`src/rtl/draw_cmd_engine.sv`:
```
// draw_cmd_engine: accepts one drawing command at a time and turns it into a
// raster of single-pixel writes to a VGA frame buffer. Coordinates arrive in
// superpixel units; each superpixel covers SPIXEL_W x SPIXEL_H physical pixels.
// The physical bounding box is scanned row-major at one pixel per cycle.
// Addresses advance by adders only, so the scan loop contains no multiplier.
module draw_cmd_engine #(
  parameter int SPIXEL_X_WIDTH = 5,
  parameter int SPIXEL_Y_WIDTH = 5,
  parameter int SPIXEL_X_MAX   = 31,
  parameter int SPIXEL_Y_MAX   = 23,
  parameter int SPIXEL_W       = 20,
  parameter int SPIXEL_H       = 20,
  parameter int PIXEL_X_MAX    = 639,
  parameter int ADDR_WIDTH     = 19,
  parameter int COLOR_WIDTH    = 8,
  parameter int CMD_WIDTH      = 4 + 2 * (SPIXEL_X_WIDTH + SPIXEL_Y_WIDTH) + COLOR_WIDTH
) (
  input  logic                   clk,
  input  logic                   rst,
  input  logic                   icmd_vld,
  input  logic [CMD_WIDTH-1:0]   icmd,
  output logic                   ocmd_rdy,
  output logic [ADDR_WIDTH-1:0]  oaddr,
  output logic [COLOR_WIDTH-1:0] odata,
  output logic                   owren,
  output logic                   obusy,
  output logic                   odone,
  output logic                   oerr
);

  typedef enum logic [1:0] {
    S_IDLE = 2'd0,
    S_RUN  = 2'd1,
    S_DONE = 2'd2
  } state_t;

  // Opcode values
  localparam logic [3:0] OP_PIXEL   = 4'd0;
  localparam logic [3:0] OP_OUTLINE = 4'd2;
  localparam logic [3:0] OP_CLEAR   = 4'd3;

  // Geometry constants, pre-sized to the widths they are used at
  localparam int PITCH  = PIXEL_X_MAX + 1;
  localparam int SUBX_W = (SPIXEL_W > 1) ? $clog2(SPIXEL_W) : 1;
  localparam int SUBY_W = (SPIXEL_H > 1) ? $clog2(SPIXEL_H) : 1;

  localparam logic [ADDR_WIDTH-1:0]     A_PITCH      = ADDR_WIDTH'(PITCH);
  localparam logic [ADDR_WIDTH-1:0]     A_ROW_STRIDE = ADDR_WIDTH'(SPIXEL_H * PITCH);
  localparam logic [ADDR_WIDTH-1:0]     A_SPIXEL_W   = ADDR_WIDTH'(SPIXEL_W);
  localparam logic [SPIXEL_X_WIDTH-1:0] X_LAST       = SPIXEL_X_WIDTH'(SPIXEL_X_MAX);
  localparam logic [SPIXEL_Y_WIDTH-1:0] Y_LAST       = SPIXEL_Y_WIDTH'(SPIXEL_Y_MAX);
  localparam logic [SUBX_W-1:0]         SUBX_LAST    = SUBX_W'(SPIXEL_W - 1);
  localparam logic [SUBY_W-1:0]         SUBY_LAST    = SUBY_W'(SPIXEL_H - 1);

  // Command field positions, MSB first: opcode, x0, y0, x1, y1, colour
  localparam int OP_LSB = CMD_WIDTH - 4;
  localparam int X0_LSB = OP_LSB - SPIXEL_X_WIDTH;
  localparam int Y0_LSB = X0_LSB - SPIXEL_Y_WIDTH;
  localparam int X1_LSB = Y0_LSB - SPIXEL_X_WIDTH;
  localparam int Y1_LSB = X1_LSB - SPIXEL_Y_WIDTH;

  // FSM state
  state_t r_state;
  state_t w_state_nxt;

  // Latched command
  logic [3:0]                r_op;
  logic [SPIXEL_X_WIDTH-1:0] r_x0;
  logic [SPIXEL_X_WIDTH-1:0] r_x1;
  logic [SPIXEL_Y_WIDTH-1:0] r_y0;
  logic [SPIXEL_Y_WIDTH-1:0] r_y1;
  logic [COLOR_WIDTH-1:0]    r_color;

  // Scan position: superpixel coordinate plus offset inside the superpixel
  logic [SPIXEL_X_WIDTH-1:0] r_sx;
  logic [SPIXEL_Y_WIDTH-1:0] r_sy;
  logic [SUBX_W-1:0]         r_sub_x;
  logic [SUBY_W-1:0]         r_sub_y;
  logic [ADDR_WIDTH-1:0]     r_addr;
  logic [ADDR_WIDTH-1:0]     r_row_base;

  // Decoded incoming command
  logic [3:0]                w_op;
  logic [SPIXEL_X_WIDTH-1:0] w_x0_raw;
  logic [SPIXEL_X_WIDTH-1:0] w_x1_raw;
  logic [SPIXEL_Y_WIDTH-1:0] w_y0_raw;
  logic [SPIXEL_Y_WIDTH-1:0] w_y1_raw;
  logic [COLOR_WIDTH-1:0]    w_color;
  logic [SPIXEL_X_WIDTH-1:0] w_x0c;
  logic [SPIXEL_X_WIDTH-1:0] w_x1c;
  logic [SPIXEL_Y_WIDTH-1:0] w_y0c;
  logic [SPIXEL_Y_WIDTH-1:0] w_y1c;
  logic [SPIXEL_X_WIDTH-1:0] w_bx0;
  logic [SPIXEL_X_WIDTH-1:0] w_bx1;
  logic [SPIXEL_Y_WIDTH-1:0] w_by0;
  logic [SPIXEL_Y_WIDTH-1:0] w_by1;
  logic [ADDR_WIDTH-1:0]     w_start;
  logic                      w_legal;
  logic                      w_accept;

  // Scan control
  logic w_row_end;
  logic w_box_end;
  logic w_border;
  logic w_op_illegal;

  function automatic logic [SPIXEL_X_WIDTH-1:0] f_clamp_x(input logic [SPIXEL_X_WIDTH-1:0] v);
    if ({1'b0, v} > {1'b0, X_LAST}) return X_LAST;
    return v;
  endfunction

  function automatic logic [SPIXEL_Y_WIDTH-1:0] f_clamp_y(input logic [SPIXEL_Y_WIDTH-1:0] v);
    if ({1'b0, v} > {1'b0, Y_LAST}) return Y_LAST;
    return v;
  endfunction

  assign w_op     = icmd[CMD_WIDTH-1 -: 4];
  assign w_x0_raw = icmd[X0_LSB +: SPIXEL_X_WIDTH];
  assign w_y0_raw = icmd[Y0_LSB +: SPIXEL_Y_WIDTH];
  assign w_x1_raw = icmd[X1_LSB +: SPIXEL_X_WIDTH];
  assign w_y1_raw = icmd[Y1_LSB +: SPIXEL_Y_WIDTH];
  assign w_color  = icmd[COLOR_WIDTH-1:0];

  assign w_x0c = f_clamp_x(w_x0_raw);
  assign w_x1c = f_clamp_x(w_x1_raw);
  assign w_y0c = f_clamp_y(w_y0_raw);
  assign w_y1c = f_clamp_y(w_y1_raw);

  assign w_legal  = (w_op[3:2] == 2'b00);
  assign w_accept = icmd_vld && (r_state == S_IDLE);

  // Normalise the incoming box: clamped, ordered, and special-cased per opcode
  always_comb begin
    // NOTE: every signal assigned in a combinational block gets a default
    // first, so no path leaves it unassigned and no latch is inferred.
    w_bx0 = (w_x0c <= w_x1c) ? w_x0c : w_x1c;
    w_bx1 = (w_x0c <= w_x1c) ? w_x1c : w_x0c;
    w_by0 = (w_y0c <= w_y1c) ? w_y0c : w_y1c;
    w_by1 = (w_y0c <= w_y1c) ? w_y1c : w_y0c;
    if (w_op == OP_CLEAR) begin
      w_bx0 = '0;
      w_by0 = '0;
      w_bx1 = X_LAST;
      w_by1 = Y_LAST;
    end else if (w_op == OP_PIXEL) begin
      w_bx0 = w_x0c;
      w_bx1 = w_x0c;
      w_by0 = w_y0c;
      w_by1 = w_y0c;
    end
  end

  // The only multiplies: box origin address, evaluated once at accept time
  assign w_start = ADDR_WIDTH'(w_by0) * A_ROW_STRIDE + ADDR_WIDTH'(w_bx0) * A_SPIXEL_W;

  assign w_row_end = (r_sub_x == SUBX_LAST) && (r_sx == r_x1);
  assign w_box_end = w_row_end && (r_sub_y == SUBY_LAST) && (r_sy == r_y1);
  assign w_border  = (r_sx == r_x0) || (r_sx == r_x1) || (r_sy == r_y0) || (r_sy == r_y1);
  assign w_op_illegal = (r_op[3:2] != 2'b00);

  // State register
  always_ff @(posedge clk or posedge rst) begin
    // NOTE: sequential state uses non-blocking assignments so every register
    // samples pre-edge values, independent of statement order.
    if (rst) r_state <= S_IDLE;
    else     r_state <= w_state_nxt;
  end

  // Next-state and control outputs
  always_comb begin
    w_state_nxt = r_state;
    ocmd_rdy    = 1'b0;
    owren       = 1'b0;
    obusy       = 1'b0;
    odone       = 1'b0;
    oerr        = 1'b0;
    unique case (r_state)
      S_IDLE: begin
        ocmd_rdy = 1'b1;
        if (w_accept) w_state_nxt = w_legal ? S_RUN : S_DONE;
      end
      S_RUN: begin
        obusy = 1'b1;
        owren = (r_op != OP_OUTLINE) || w_border;
        if (w_box_end) w_state_nxt = S_DONE;
      end
      S_DONE: begin
        obusy       = 1'b1;
        odone       = 1'b1;
        oerr        = w_op_illegal;
        w_state_nxt = S_IDLE;
      end
      default: w_state_nxt = S_IDLE;
    endcase
  end

  // Command latch at accept, then pixel-by-pixel scan advance during RUN
  always_ff @(posedge clk or posedge rst) begin
    // NOTE: the whole datapath is reset, so an aborted command leaves no
    // stale address, colour or box behind.
    if (rst) begin
      r_op       <= '0;
      r_x0       <= '0;
      r_x1       <= '0;
      r_y0       <= '0;
      r_y1       <= '0;
      r_color    <= '0;
      r_sx       <= '0;
      r_sy       <= '0;
      r_sub_x    <= '0;
      r_sub_y    <= '0;
      r_addr     <= '0;
      r_row_base <= '0;
    end else if (w_accept) begin
      r_op       <= w_op;
      r_x0       <= w_bx0;
      r_x1       <= w_bx1;
      r_y0       <= w_by0;
      r_y1       <= w_by1;
      r_color    <= w_color;
      r_sx       <= w_bx0;
      r_sy       <= w_by0;
      r_sub_x    <= '0;
      r_sub_y    <= '0;
      r_addr     <= w_start;
      r_row_base <= w_start;
    end else if ((r_state == S_RUN) && !w_box_end) begin
      if (w_row_end) begin
        // Wrap to the left edge of the box on the next physical line
        r_row_base <= r_row_base + A_PITCH;
        r_addr     <= r_row_base + A_PITCH;
        r_sx       <= r_x0;
        r_sub_x    <= '0;
        if (r_sub_y == SUBY_LAST) begin
          r_sub_y <= '0;
          r_sy    <= r_sy + SPIXEL_Y_WIDTH'(1);
        end else begin
          r_sub_y <= r_sub_y + SUBY_W'(1);
        end
      end else begin
        r_addr <= r_addr + ADDR_WIDTH'(1);
        if (r_sub_x == SUBX_LAST) begin
          r_sub_x <= '0;
          r_sx    <= r_sx + SPIXEL_X_WIDTH'(1);
        end else begin
          r_sub_x <= r_sub_x + SUBX_W'(1);
        end
      end
    end
  end

  assign oaddr = r_addr;
  assign odata = r_color;

endmodule

```
`config.mk`:
```
export PLATFORM = sky130hd
export DESIGN_NAME = draw_cmd_engine
export DESIGN_NICKNAME = d
export VERILOG_FILES = /design/src/rtl/draw_cmd_engine.sv
export SDC_FILE = /design/constraint.sdc
export NUM_CORES = 1
export LEC_CHECK = 0
export CORE_MARGIN = 2
export CORE_UTILIZATION = 62
export CTS_BUF_LIST = sky130_fd_sc_hd__clkbuf_16
export DETAILED_ROUTE_END_ITERATION = 10
export MAX_ROUTING_LAYER = met4
export PLACE_DENSITY_LB_ADDON = 0.1
export SYNTH_ARGS = -nofsm -noshare
export SYNTH_HDL_FRONTEND = slang
export SYNTH_SLANG_ARGS = --single-unit
```
`constraint.sdc`:
```
create_clock -name clk -period 6.35 [get_ports clk]
set_input_delay 0.635 -clock clk [delete_from_list [all_inputs] [get_ports clk]]
set_output_delay 0.635 -clock clk [all_outputs]
set_load 0.02 [all_outputs]
```
; After elaboration in Yosys (flattened, before gate mapping)
; Cells that the tools add are included.
[totals]
out_inout_bits = 32
mem_bits_ro = 0
latchBits = 0
regBits = 92
inputBits = 35
word_cells = 110
ramBits = 0
memories = 0
[op_classes]
n_mul = 2
n_shift = 0
order_cmp = 4
div = 0
eq_ne = 12
reduce_logical = 23
n_mux = 49
n_addsub = 7
bitwise_logic = 0
[op_table]
columns = cell, count
row1 = 5-bit 2-to-1 mux, 32
row2 = 19-bit 2-to-1 mux, 6
row3 = "5-bit by 1-bit adder with 5-bit output, second input constant", 4
row4 = 5-bit equality test, 4
row5 = "19-bit by 1-bit adder with 19-bit output, second input constant", 1
row6 = 19-bit by 10-bit adder with 19-bit output, 1
row7 = "19-bit by 10-bit adder with 19-bit output, second input constant", 1
row8 = "5-bit equality test, second input constant", 2
row9 = "5-bit greater-than comparator, second input constant", 2
row10 = 5-bit <= comparator, 2
row11 = "5-bit by 5-bit multiplier with 10-bit output, second input constant", 1
row12 = "5-bit by 3-bit multiplier with 8-bit output, second input constant", 1
row13 = 2-bit nonzero test, 4
row14 = 1-bit 2-to-1 mux, 7
row15 = 2-bit 2-to-1 mux, 3
row16 = 2-bit AND reduction, 3
row17 = 1-bit logical AND, 5
row18 = "4-bit by 2-bit equality test with 1-bit output, second input constant", 1
row19 = 2-bit zero test, 2
row20 = 4-bit zero test, 1
row21 = 1-bit logical OR, 4
row22 = "2-bit != test, second input constant", 2
row23 = "4-bit by 2-bit != test with 1-bit output, second input constant", 1
row24 = 2-bit case mux with 2 select lines, 1
row25 = other kinds (6), 6

; Longest topological paths before layout
; Gate-level depths: netlist (run 1).
[logic_depth]
ltp_word = 10
ltp_mapped = 19
depth_no_buf = 19

; Worst setup path after synthesis (run 1)
; OpenSTA, ideal clock, no wires.
[synth_path]
path_kind = input to register
startpoint = input icmd[22]
endpoint = register r_addr[17] (netlist: oaddr[17])
required_time_ns = 6.214
setup_slack_ns = 1.719
arrival_time_ns = 4.495
path_buffers = 0
setup_ns = 0.136
stages = 17
path_cell_list = a21oi_1 inv_1 ha_1 a211o_1 a221o_1 nand2_2 mux2_2 nor2_1 ha_1 ha_1 fa_1 xnor2_1 inv_1 o2111a_1 nor4b_2 mux2i_1 o21ai_0
[synth_via]
elab_chain_len = 10
[synth_rtl]
columns = element, line_no
row1 = start: declaration, 21  ; input logic [CMD_WIDTH-1:0] icmd,
row2 = 5-bit greater-than comparator, 113  ; if ({1'b0, v} > {1'b0, Y_LAST}) return Y_LAST;
row3 = 1-bit 2-to-1 mux, 113
row4 = 5-bit 2-to-1 mux (*), 114  ; return v;
row5 = 5-bit <= comparator, 138  ; w_by0 = (w_y0c <= w_y1c) ? w_y0c : w_y1c;
row6 = 5-bit 2-to-1 mux, 138
row7 = 5-bit 2-to-1 mux (*), 145  ; end else if (w_op == OP_PIXEL) begin
row8 = 5-bit 2-to-1 mux (*), 140  ; if (w_op == OP_CLEAR) begin
row9 = via w_by0[2], 95  ; logic [SPIXEL_Y_WIDTH-1:0] w_by0;
row10 = 5-bit by 5-bit multiplier with 10-bit output (*), 154  ; assign w_start = ADDR_WIDTH'(w_by0) * A_ROW_STRIDE + ADDR_WIDTH'(w_bx0) * A_SPIXEL_W;
row11 = 19-bit by 10-bit adder with 19-bit output (*), 154
row12 = 19-bit 2-to-1 mux (*), 214  ; end else if (w_accept) begin
row13 = end signal: assignment, 225  ; r_addr <= w_start;
row14 = end signal: assignment, 231  ; r_addr <= r_row_base + A_PITCH;
row15 = end signal: assignment, 241  ; r_addr <= r_addr + ADDR_WIDTH'(1);
row16 = end: declaration, 79  ; logic [ADDR_WIDTH-1:0] r_addr;
; Mark *: on every way through the listed nets, which the timed path passes. The rest lies on a longest branch.
; A chain may end at the register's enable or synchronous reset.

; Worst setup path in the final report (run 1)
[layout_path]
startpoint = input icmd[22]
endpoint = register r_addr[15] (netlist: oaddr[15])
; The elaborated chain is that of the path after synthesis.

==> results of run 1 <==
==> sequential cells by signal, summed over array words and instances, names as in the netlist <==
signal / flops
r_state: 2
r_sub_y: 5
odata: 8
r_x0: 5
r_sub_x: 5
oaddr: 19
r_x1: 5
r_sx: 5
r_y1: 5
r_row_base: 17
r_op: 4
r_sy: 5
r_y0: 5
==> path summary, 6_finish.rpt <==
kind,startpoint,endpoint,slack [ns]
max in group asynchronous,rst,odata[6],4.56
min,r_row_base[3],r_row_base[3],0.48
max,icmd[22],oaddr[15],1.04
min in group asynchronous,rst,oaddr[3],0.61
max reg2reg,r_state[1],oaddr[9],3.19
min reg2reg,r_row_base[3],r_row_base[3],0.48
==> stage by stage <==
| stage | util [%] | cells | hold WS, ns |
|---|---|---|---|
| after floorplan | - | 734 | 0.438 |
| after global placement | 71.9 | 908 | 0.453 |
| after detailed placement | 71.9 | 908 | 0.467 |
| after CTS | 74.4 | 923 | 0.482 |
| after global routing | 74.4 | 923 | 0.502 |
| final | 74.4 | 923 | 0.478 |
==> layer usage <==
layer  track usage, %  wire (um)  up-vias
met3             4.55        955       35
met4             11.5        419        0
met2             50.0       8090      225
li1                 -          -     2703
met1             40.0       6890     2798
met5                -          0        -
==> area by class of cell <==
class | instances | area, sq um | share of cell area, %
multi-input combinational | 578 | 3790 | 51.8
sequential | 90 | 2250 | 30.8
timing repair buffer | 75 | 728 | 9.96
clock buffer | 9 | 225 | 3.08
tap | 133 | 166 | 2.28
inverter | 32 | 121 | 1.66
clock inverter | 6 | 27.5 | 0.377
==> Yosys cell counts (all sizes together) (6+ instances only) <==
library cell and n:
o22ai 6, xor2 23, nand4 12, inv 32, and3 11, ha 42, clkbuf 21, nand2 115
nand3 27, xnor2 36, a21oi 63, o21ai 46, and2 7, mux2i 19, a21o 7, nor2 52
nor4 6, buf 13, nor3 16, a31oi 6, dfrtp 90
==> where the power goes <==
group | switching [mW] | total (mW) | internal (mW)
Sequential | 0.291 | 1.11 | 0.821
Combinational | 0.817 | 1.48 | 0.663
Clock | 0.217 | 0.474 | 0.257
Total | 1.32 | 3.07 | 1.74
==> kinds of logic after synthesis <==
logic type	synth area share [%]
xor gates and xnor gates	8.43
buffers and inverters	4.35
DFF	35.7
adders and majority gates	8.97
muxes	3.97
AOI/OAI and AO/OA	17.0
and+or+nand+nor	21.6
==> run metrics, run 1 <==
H-tree depth 3; CP required 6.55 ns; Setup Crit Path Kind in2reg; Crit-path slowest cell fa_1; Crit. path cell count 16; hold depth 1; largest net degree at the start of global routing 65; initial core utilization 64.2%; post-place setup slack 0.693 ns; Worst-Margin Slew 1.01 ns; Tmin final 5.31 ns; Leak 3.21 nW; chip height 105 um; core area just under 10000 sq um; dpl hpwl 11900 um; most frequent CP cell ha_1; first-pass GRT wire length 26800 um; GRT Resource Usage Total a little under a third; CP arrival approximately 5.5 ns; initial antenna violation count 0; Yosys warnings 0; Top Family by Delay on Critical Path adder cells; drt total wl 16400 um; Synth Instances 734; vias in the first global route 5545; final period utilization roughly 84%; drt first pass iters 5; VDD IR max 0.000334 V; fraction of layout cells with a size suffix above 1 5.57%; most common cell after layout, fill and taps aside nand2_1; DRC 0; Post-CTS Setup Inserts 0; initial DRC count 511; per-cell routed wire length 17.7 um; Vias just under 6000; Final Max Tran Viols 0; clock slew at reported path FFs 0.06 ns; placed inst area 7060 sq um; Max Cap Viol 0; worst relative slew slack between 30 and 40%; buffer depth of the longest clock path 2; setup TNS 0 ns; top cells by area, synth dfrtp_1 (36%), ha_1 (8.3%), nand2_1 (6.8%), a21oi_1 (4.9%), xnor2_1 (4.7%); vias per cell 6.24; startpoint type of the worst setup path primary input; post-synth top area cell dfrtp_1; final worst-path setup slack 1.04 ns; Synth top area share a little over a third; cells along the critical path clkdlybuf4s50_1 -> a21oi_1 -> inv_1 -> ha_1 -> a211o_1 -> a221o_1 -> nand2_2 -> mux2_2 -> nor2_1 -> ha_1 -> ha_1 -> fa_1 -> nand2_1 -> nor4_1 -> mux2i_1 -> o21ai_0; fmax 188 MHz; GRT Residual Overflow 0; filler cell count 756; skew final 0.00724 ns; RD Place Congestion roughly 0.9; ys async rst share 100%; final net count 865; Seq/Total Area, Yosys 35.7%; post-synthesis register bit count 90; final hold viol count 0; CTS tree built; crit-path max FO 8; number of enable flip-flop cells after synthesis 0; main flop type after synthesis dfrtp_1; die footprint 11000 sq um; Final ANT Viol Nets 0; Final setup viols 0; crit-path max cell delay 0.62 ns; WP buf/inv 2; post_cts resized 0; Avg Inst Size Synth between 8 and 9 sq um; Ports 67; post-route cell area 7310 sq um; status complete, no violations; RSZ-0062 raised after global routing false; CTS sink count 90; CP endpoint kind flop; commonest cells after routing, fill and taps aside nand2_1 (113), dfrtp_1 (90), clkdlybuf4s50_1 (66), a21oi_1 (62), nor2_1 (52); R2R depth 6; P&R area growth vs syn 15.9%; Site Rows 36; CTS hold repair buffers 0; hold crit path type reg2reg; Die X 105 um; Power Density 419 nW/um^2; CTS buffer count 9; worst skew pair latency about 0.34 ns; Diodes inserted 0; port bufs 66; root buffer cell clkbuf_16; Total Power 3.07 mW; syn nets 813; Synth cell types 77; Mapped Area 6300 sq um
(Power assumes the default switching activity.)
==> run 2: changes to the inputs <==
--- a/config.mk
+++ b/config.mk
@@ -6,7 +6,7 @@
 export NUM_CORES = 1
 export LEC_CHECK = 0
 export CORE_MARGIN = 2
-export CORE_UTILIZATION = 62
+export CORE_UTILIZATION = 58
 export CTS_BUF_LIST = sky130_fd_sc_hd__clkbuf_16
 export DETAILED_ROUTE_END_ITERATION = 10
 export MAX_ROUTING_LAYER = met4
==> constraint.sdc (replaced) <==
create_clock -name clk -period 5.5 [get_ports clk]
set_input_delay 0.55 -clock clk [delete_from_list [all_inputs] [get_ports clk]]
set_output_delay 0.55 -clock clk [all_outputs]
set_load 0.02 [all_outputs]
==> run 2 against run 1 <==
Net effect: total power grew 20%; global-route usage shrank 0.83 points; sequential share of layout area shrank 0.44 points; clock power grew 44%; worst setup slack lost 0.66 ns; hold slack lost 0.0032 ns; critical path type unchanged; largest cell class unchanged.
==> run metrics, run 2 (synthesis results as in run 1) <==
status complete, no violations (unchanged); Post-CTS Setup Inserts 0 (unchanged); post-route cell area 7410 sq um (was 7310 sq um); crit-path max cell delay 0.53 ns (was 0.62 ns); drt first pass iters 5 (unchanged); fraction of layout cells with a size suffix above 1 6.54% (was 5.57%); per-cell routed wire length 17.8 um (was 17.7 um); most common cell after layout, fill and taps aside nand2_1 (unchanged); P&R area growth vs syn 17.6% (was 15.9%); Power Density 496 nW/um^2 (was 419 nW/um^2); filler cell count 885 (was 756); Diodes inserted 0 (unchanged); Top Family by Delay on Critical Path adder cells (unchanged); CTS sink count 90 (unchanged); VDD IR max 0.000482 V (was 0.000334 V); Setup Crit Path Kind in2reg (unchanged); Max Cap Viol 0 (unchanged); CTS hold repair buffers 0 (unchanged); commonest cells after routing, fill and taps aside nand2_1 (113), dfrtp_1 (90), clkdlybuf4s50_1 (66), a21oi_1 (62), nor2_1 (52) (unchanged); crit-path max FO 7 (was 8); initial DRC count 507 (was 511); port bufs 66 (unchanged); post_cts resized 0 (unchanged); CP arrival 5.39 ns (was 5.51 ns); initial antenna violation count 0 (unchanged); non-filler cells in the finished layout 935 (was 923); CTS buffer count 9 (unchanged); GRT Resource Usage Total 30.2% (was 31.1%); chip height 108 um (was 105 um); Vias 5704 (was 5761); vias per cell 6.10 (was 6.24); RSZ-0062 raised after global routing false (unchanged); Tmin final between 5 and 6 ns; drt total wl 16700 um (was 16400 um); worst relative slew slack 31.2% (was 32.9%); Worst-Margin Slew 1.03 ns (was 1.01 ns); buffer depth of the longest clock path 2 (unchanged); dpl hpwl 12000 um (was 11900 um); Crit-path slowest cell clkdlybuf4s50_1 (was fa_1); WP buf/inv 2 (unchanged); most frequent CP cell ha_1 (unchanged); setup TNS 0 ns (unchanged); core area 10700 sq um (was 9820 sq um); placed cell count 919 (was 908); worst skew pair latency 0.35 ns (was 0.34 ns); final net count 869 (was 865); CTS tree built (unchanged); cells along the critical path clkdlybuf4s50_1 -> a21oi_1 -> ha_1 -> a211o_1 -> a221o_1 -> nand2_2 -> mux2i_1 -> nand2_1 -> ha_1 -> inv_1 -> ha_1 -> ha_1 -> ha_1 -> xnor2_1 -> nor2b_1 -> a311o_1 -> nand3_1 (was clkdlybuf4s50_1 -> a21oi_1 -> inv_1 -> ha_1 -> a211o_1 -> a221o_1 -> nand2_2 -> mux2_2 -> nor2_1 -> ha_1 -> ha_1 -> fa_1 -> nand2_1 -> nor4_1 -> mux2i_1 -> o21ai_0); clock slew at reported path FFs 0.07 ns (was 0.06 ns); final hold viol count 0 (unchanged); hold crit path type reg2reg (unchanged); placed inst area 7090 sq um (was 7060 sq um); Site Rows 38 (was 36); CP required 5.77 ns (was 6.55 ns); first-pass GRT wire length 27000 um (was 26800 um); Final ANT Viol Nets 0 (unchanged); H-tree depth 3 (unchanged); Ports 67 (unchanged); Largest register FFs 19 (unchanged); fmax 195 MHz; root buffer cell clkbuf_16 (unchanged); Final Max Tran Viols 0 (unchanged); initial core utilization 58.7% (was 64.2%); DRC 0 (unchanged); skew final 0.0130 ns (was 0.00724 ns); final period utilization a little over 90%; startpoint type of the worst setup path primary input (unchanged); largest net degree at the start of global routing 72 (was 65); die footprint 11700 sq um (was 11000 sq um); Final setup viols 0 (unchanged); GRT Residual Overflow 0 (unchanged); vias in the first global route 5580 (was 5545); Die X 108 um (was 105 um); CP endpoint kind flop (unchanged); RD Place Congestion 0.916 (was 0.899); Leak 3.26 nW (was 3.21 nW)
[run 2: changes by cell type in the layout (fill, tap and decap cells not counted)]
cell       previous run  this run
clkinv_4              0         1
buf_4                 9        13
inv_1                33        31
nor3_2                4         3
inv_6                 0         2
nor3_1               12        13
bufinv_16             0         2
clkinv_1              2         0
[run 2: path summary, 6_finish.rpt]
kind	from	end	slack, ns	cells after the start
worst max-delay path	icmd[12]	oaddr[18]	0.38	17
worst min-delay path	odata[6]	odata[6]	0.47	2
worst max register to register	r_sub_y[0]	oaddr[4]	2.19	7
worst min register to register	odata[6]	odata[6]	0.47	2
max in group asynchronous	rst	oaddr[18]	3.77	3
min in group asynchronous	rst	oaddr[3]	0.73	2
[run 2: area by class of cell]
class / instances / area [sq um] / area share [%]
multi-input cells: 578 / 3780 / 51.0
flip-flops and latches: 90 / 2250 / 30.4
repair buffers: 79 / 758 / 10.2
clock buffers: 9 / 225 / 3.04
well taps: 140 / 175 / 2.36
inverters: 32 / 121 / 1.64
clock inverters: 7 / 98.8 / 1.33
[run 2: metal layers]
metal	wire [um]	share of wire [%]	global-route usage, %	vias to the layer above
met3	718	4.3	3.25	33
met4	361	2.2	10.4	0
li1	-	-	-	2711
met1	7250	44	37.9	2792
met2	8320	50	51.0	168
met5	0	0	-	-
[run 2: tightest hold or removal path, cell delays in order, from the launching register on]
cell,delay (ns)
dfrtp_1,0.34
nand2_1,0.05
nand2_1,0.05
[run 2: per-stage QoR]
stage | setup WS [ns] | power [mW] | hold slack, ns | util, %
floorplan | 0.954 | 2.41 | 0.438 | -
global placement | 0.213 | 2.92 | 0.456 | 66.0
detailed placement | 0.0697 | 2.99 | 0.461 | 66.0
CTS | 0.389 | 3.68 | 0.480 | 69.0
global route | 0.130 | 3.92 | 0.512 | 69.0
finish | 0.380 | 3.68 | 0.474 | 69.0
[run 2: report_power, final]
| group | switching (mW) | internal (mW) | leakage [nW] | total (mW) |
|---|---|---|---|---|
| clock | 0.279 | 0.402 | 0.156 | 0.681 |
| combinational | 0.953 | 0.770 | 2.01 | 1.72 |
| sequential | 0.328 | 0.947 | 1.09 | 1.27 |
| total | 1.56 | 2.12 | 3.26 | 3.68 |
